==> src/rtl/bcd_digit_builder.sv <==
`default_nettype none
// ============================================================================
// Module      : bcd_digit_builder
// Description : Sequential signed-binary to 4-digit display-code converter.
//               It uses a double-dabble (shift-add-3) engine, then places the
//               sign, optionally blanks leading zeros, and flags overflow.
//               All four digit codes update together on the FORMAT edge.
// Revision    : 1.0 - initial release
// ----------------------------------------------------------------------------
// Build option: define LZ_BLANK_EN to enable leading-zero blanking.
// ----------------------------------------------------------------------------
// Ports:
//   clk        in   1      rising-edge clock
//   rst_n      in   1      asynchronous active-low reset
//   value_i    in   WIDTH  signed operand, captured on an accepted start
//   start_i    in   1      conversion request (only honoured in IDLE)
//   busy_o     out  1      conversion in progress
//   done_o     out  1      one-cycle pulse, new digits valid from this cycle
//   overflow_o out  1      last result not displayable
//   digit1_o   out  8      units code (rightmost)
//   digit2_o   out  8      tens code
//   digit3_o   out  8      hundreds code
//   digit4_o   out  8      thousands code (leftmost)
// Digit codes: 0-9 decimal, 10 minus, 11 blank, 12 letter E.
// ============================================================================
module bcd_digit_builder #(
  parameter int WIDTH = 14
) (
  input  logic             clk,
  input  logic             rst_n,
  input  logic [WIDTH-1:0] value_i,
  input  logic             start_i,
  output logic             busy_o,
  output logic             done_o,
  output logic             overflow_o,
  output logic [7:0]       digit1_o,
  output logic [7:0]       digit2_o,
  output logic [7:0]       digit3_o,
  output logic [7:0]       digit4_o
);

  typedef enum logic [1:0] {
    S_IDLE   = 2'd0,
    S_LOAD   = 2'd1,
    S_SHIFT  = 2'd2,
    S_FORMAT = 2'd3
  } state_t;

  localparam int         c_CNT_W = $clog2(WIDTH + 1);
  localparam logic [7:0] c_MINUS = 8'd10;
  localparam logic [7:0] c_BLANK = 8'd11;
  localparam logic [7:0] c_E     = 8'd12;
`ifdef LZ_BLANK_EN
  localparam logic [7:0] c_RST_HI = c_BLANK;
`else
  localparam logic [7:0] c_RST_HI = 8'd0;
`endif

  state_t             state_q;
  logic [WIDTH-1:0]   operand_q;
  logic               neg_q;
  logic [WIDTH:0]     mag_q;
  logic [WIDTH:0]     mag_d;
  logic [19:0]        bcd_q;
  logic [19:0]        bcd_d;
  logic [c_CNT_W-1:0] cnt_q;
  logic               busy_q;
  logic               done_q;
  logic               ovf_q;
  logic [7:0]         digit1_q;
  logic [7:0]         digit2_q;
  logic [7:0]         digit3_q;
  logic [7:0]         digit4_q;

  // Magnitude in WIDTH+1 bits so the most negative operand does not wrap.
  logic [WIDTH:0] sext_w;
  logic [WIDTH:0] mag_w;
  assign sext_w = {operand_q[WIDTH-1], operand_q};
  assign mag_w  = operand_q[WIDTH-1] ? -sext_w : sext_w;

  // One double-dabble step. The magnitude register is WIDTH+1 bits wide and
  // its top bit is always zero, so the engine runs WIDTH+1 steps with the
  // first one shifting in that zero guard bit. The fifth decade can never
  // reach 5 before the final shift (magnitude <= 32768), so it only shifts.
  logic [15:0] bcd_adj_w;
  always_comb begin
    bcd_adj_w = bcd_q[15:0];
    for (int j = 0; j < 4; j++) begin
      if (bcd_q[4*j +: 4] >= 4'd5) begin
        bcd_adj_w[4*j +: 4] = bcd_q[4*j +: 4] + 4'd3;
      end
    end
    bcd_d = {bcd_q[18:16], bcd_adj_w, mag_q[WIDTH]};
    mag_d = {mag_q[WIDTH-1:0], 1'b0};
  end

  // Result formatting from the finished BCD decades.
  logic       ovf_w;
  logic [7:0] dig_w [4];
`ifdef LZ_BLANK_EN
  logic [1:0] msd_w;  // index of the most significant non-zero decade
`endif
  always_comb begin
    // A negative value needs one position for the minus sign.
    if (neg_q) begin
      ovf_w = (bcd_q[19:12] != 8'd0);
    end else begin
      ovf_w = (bcd_q[19:16] != 4'd0);
    end
`ifdef LZ_BLANK_EN
    msd_w = 2'd0;
    for (int i = 1; i < 4; i++) begin
      if (bcd_q[4*i +: 4] != 4'd0) begin
        msd_w = 2'(i);
      end
    end
`endif
    for (int i = 0; i < 4; i++) begin
`ifdef LZ_BLANK_EN
      if (i <= int'(msd_w)) begin
        dig_w[i] = {4'd0, bcd_q[4*i +: 4]};
      end else if (neg_q && (i == int'(msd_w) + 1)) begin
        dig_w[i] = c_MINUS;
      end else begin
        dig_w[i] = c_BLANK;
      end
`else
      if (neg_q && (i == 3)) begin
        dig_w[i] = c_MINUS;
      end else begin
        dig_w[i] = {4'd0, bcd_q[4*i +: 4]};
      end
`endif
      if (ovf_w) begin
        dig_w[i] = (i == 3) ? c_E : c_BLANK;
      end
    end
  end

  always_ff @(posedge clk or negedge rst_n) begin
    if (!rst_n) begin
      state_q   <= S_IDLE;
      operand_q <= '0;
      neg_q     <= 1'b0;
      mag_q     <= '0;
      bcd_q     <= '0;
      cnt_q     <= '0;
      busy_q    <= 1'b0;
      done_q    <= 1'b0;
      ovf_q     <= 1'b0;
      digit1_q  <= 8'd0;
      digit2_q  <= c_RST_HI;
      digit3_q  <= c_RST_HI;
      digit4_q  <= c_RST_HI;
    end else begin
      done_q <= 1'b0;
      case (state_q)
        S_IDLE: begin
          if (start_i) begin
            operand_q <= value_i;
            state_q   <= S_LOAD;
          end
        end
        S_LOAD: begin
          neg_q   <= operand_q[WIDTH-1];
          mag_q   <= mag_w;
          bcd_q   <= '0;
          cnt_q   <= c_CNT_W'(WIDTH);
          busy_q  <= 1'b1;
          state_q <= S_SHIFT;
        end
        S_SHIFT: begin
          bcd_q <= bcd_d;
          mag_q <= mag_d;
          if (cnt_q == '0) begin
            state_q <= S_FORMAT;
          end else begin
            cnt_q <= cnt_q - c_CNT_W'(1);
          end
        end
        S_FORMAT: begin
          digit1_q <= dig_w[0];
          digit2_q <= dig_w[1];
          digit3_q <= dig_w[2];
          digit4_q <= dig_w[3];
          ovf_q    <= ovf_w;
          done_q   <= 1'b1;
          busy_q   <= 1'b0;
          state_q  <= S_IDLE;
        end
        default: begin
          state_q <= S_IDLE;
        end
      endcase
    end
  end

  assign busy_o     = busy_q;
  assign done_o     = done_q;
  assign overflow_o = ovf_q;
  assign digit1_o   = digit1_q;
  assign digit2_o   = digit2_q;
  assign digit3_o   = digit3_q;
  assign digit4_o   = digit4_q;

endmodule
`default_nettype wire

==> config.mk <==
export PLATFORM = sky130hd
export DESIGN_NAME = bcd_digit_builder
export DESIGN_NICKNAME = d
export VERILOG_FILES = /design/src/rtl/bcd_digit_builder.sv
export SDC_FILE = /design/constraint.sdc
export NUM_CORES = 1
export LEC_CHECK = 0
export CORE_UTILIZATION = 35
export DETAILED_ROUTE_END_ITERATION = 8
export GPL_TIMING_DRIVEN = 0
export SETUP_SLACK_MARGIN = 0.2
export SLEW_MARGIN = 20
export SYNTH_ARGS = -nofsm -noshare
export SYNTH_HDL_FRONTEND = slang
export SYNTH_SLANG_ARGS = --single-unit
export TNS_END_PERCENT = 30
==> constraint.sdc <==
create_clock -name clk -period 3.02 [get_ports clk]
set_input_delay 0.302 -clock clk [delete_from_list [all_inputs] [get_ports clk]]
set_output_delay 0.302 -clock clk [all_outputs]
set_load 0.05 [all_outputs]
==> results.toml <==
[logic_synthesis]
yosysUniqueCellTypes = 41
ys_top_cells_by_area = "dfrtp_1 49%, mux2_2 6.2%, ha_1 4.9%"
syn_area_mm2 = 0.00382
synthArstFlopShare_pct = 100
synth_top_area_share_pct = 49.1
ys_seq_area_share_pct = 49.1
ys_ff_latch = 75
synth_enable_flop_cells = 0
synth.largest_area_cell = "dfrtp_1"
netlist_instances = 376
ys_warn_count = 0
ys.flop_type = "dfrtp_1"
synth_area_per_cell_um2 = 10.2

[pwr]
power_density_mw_per_mm2 = 1050
irDropWorstVdd_v = 0.000493
p_leak_uw = 0.00198

[place]
dpl_cell_area_mm2 = 0.00443
hpwl_um = 5520
place_congestion = 0.762
dp.cells = 563
port_buffers = 35
pre_cts_ws_ps = 650

[worst_setup_path]
slowest_delay_ps = 600
cp_slowest_cell = "o211ai_1"
crit_buf_inv = 2
cp.arrival_ps = 2550
critical-path-top-delay-family = "compound AO/OA/AOI/OAI gates"
worstPathMaxFanout = 10
required_ps = 3230
crit_path_end_kind = "flip-flop"
cp-start-kind = "flip-flop"
critical_path_class = "reg2reg"
crit_chain = "inv_1 -> ha_1 -> nor3b_1 -> o211ai_1 -> clkbuf_1 -> o22ai_1"
critPathLaunch = "bcd_q[12]$_DFFE_PN0P_"
timing.rr.start = "bcd_q[12]$_DFFE_PN0P_"

[route]
vias = 2814
drcViolationCount = 0
drt_pass1_iterations = 4
drt_wl_total_um = 7630
antenna_left = 0
drt_iter0_markers = 72
wire_per_inst_um = 13.2
via_per_inst = 4.85

[timing]
timing.final.ws_setup_ps = 680
fin_skew_ps = 9.38
maxSlewViolCount = 0
setup_viol = 0
max_freq_mhz = 427
slew_headroom_pct = 50.9
grt_setup_unrepaired = "no"
layout_min_cycle_time_ps = 2340
post-route-period-util_pct = 77.5
hold_violations = 0
tightest_slew_ps = 734

[final_layout]
diodes = 0
nFillCells = 1040
stdcell_area_mm2 = 0.00464
final_nets = 471
postLayoutCoreUtil_pct = 44.3
drive_gt1_share_pct = 13.1
stdcell_count = 580
area_growth_pct = 21.3
multi_input_area_mm2 = 0.00167
seq_area_mm2 = 0.00188

[cts]
cts-resized-gates = 0
cts_made_buffers = 9
clkLatencyLatePin_ps = 360
cts_tree = "yes"
path_clk_slew_ps = 80
clk_path_buf_depth = 2
clock-sinks = 75
cts-root-buf = "clkbuf_8"
cts_max_level = 3

[floorplanning]
die_w_um = 107
die_area_mm2 = 0.0113
fp.dieH_um = 107
coreArea_mm2 = 0.0105
io_pins = 52
start_util_pct = 36.5
rows = 37

[global_route]
grt.overflow.total = 0
grt_pass1_vias = 2722
grtUsageTotal_pct = 14.8
grt_pass1_wl_um = 13200
antenna_found_initial = 0
grt_max_degree = 51

[min_path]
min_path_type = "in2async"

[run_status]
outcome = "completed"

[job]
max_cap_viol_count = 0
==> cells in the mapped netlist (all sizes together), types with 9 or more instances <==
master  count
o21ai      36
nand3       9
inv        38
nand2b      9
o22a       10
mux2       21
nand2      24
clkbuf     15
dfrtp      75
nor2       11
ha         15
o22ai      12
buf        20
==> layer usage <==
layer  GRT usage [%]  wire, um  share of wire [%]  vias up
met1            18.2      3570                 47     1336
met2            24.8      3660                 48       66
met3            4.97       334                4.4        7
met5               0         0                  0        -
li1                -         -                  -     1405
met4            3.82        63               0.83        0
==> worst reg2reg max path: cells and delay by family, from the launching register on <==
kind	cells	cell delay [ps]
fa+ha+maj	1	210
simple gates	1	130
compound gates	2	780
buf+inv	2	640
flops	1	440
==> cells by family (layout without fill, tap and decap cells) <==
group | count (synthesis) | in the layout | share of synthesized area (%)
adder cells (fa/ha/maj) | 15 | 15 | 4.91
flip-flops | 75 | 75 | 49.1
XOR/XNOR | 14 | 14 | 3.21
AO/OA/AOI/OAI | 92 | 92 | 16.1
AND/OR/NAND/NOR | 84 | 84 | 11.4
other | 1 | 16 | 0.0981
multiplexers | 22 | 22 | 6.45
buffers and inverters | 73 | 126 | 8.77
==> cells in the final DEF (no fill, tap or decap), types with 10 or more instances in the layout <==
cell / n
conb_1: 16
nor2_1: 11
o22a_1: 10
dfrtp_1: 75
clkdlybuf4s50_1: 34
inv_1: 38
clkbuf_1: 16
mux2_2: 21
nand2_1: 24
o21ai_0: 33
ha_1: 15
buf_4: 17
clkbuf_8: 10
o22ai_1: 12
==> per-stage QoR <==
step | TNS [ps] | total power, uW | hold slack, ps
after CTS | 0 | 4940 | 387
after detailed placement | 0 | 4120 | 245
final | 0 | 4870 | 394
after global routing | 0 | 5260 | 416
after floorplan | 0 | 3400 | 6.41
after global placement | -75310 | 4050 | 462
==> registers in the layout (all words and copies together), names as in the netlist, 4 cells and up <==
signal / count
digit1_o: 4
operand_q: 14
cnt_q: 4
digit2_o: 4
mag_q: 15
digit4_o: 4
bcd_q: 20
digit3_o: 4
==> path summary, 6_finish.rpt <==
check	to	slack, ps	cells after the start
max	digit4_o[1]$_DFFE_PN0P_	680	6
min	overflow_o$_DFFE_PN0P_	390	2
max reg2reg	digit4_o[1]$_DFFE_PN0P_	680	6
min reg2reg	overflow_o$_DFFE_PN0P_	490	1
max in group asynchronous	mag_q[3]$_DFFE_PN0P_	2060	3
min in group clk	overflow_o$_DFFE_PN0P_	490	1
==> timing repair <==
action,in CTS,in global routing
endpoints found under the setup margin,0,0
endpoints found under the hold margin,25,0
setup buffers,0,0
hold buffers,1,0
==> final cells by class <==
type	count	share of cell area, %
Multi-Input combinational cell	243	36.0
Inverter	38	3.08
Sequential cell	75	40.5
Clock buffer	11	3.05
Timing Repair Buffer	37	8.31
Tap cell	136	3.67
Buffer	35	4.15
Clock inverter	5	1.32
==> power by group <==
group	total (uW)	leakage [uW]	switching (uW)	internal (uW)
Combinational	2440	0.000947	1520	924
Clock	790	0.0000922	383	407
Sequential	1630	0.000944	261	1370
Total	4870	0.00198	2160	2700
No activity file was read; power rests on OpenSTA's default activity.
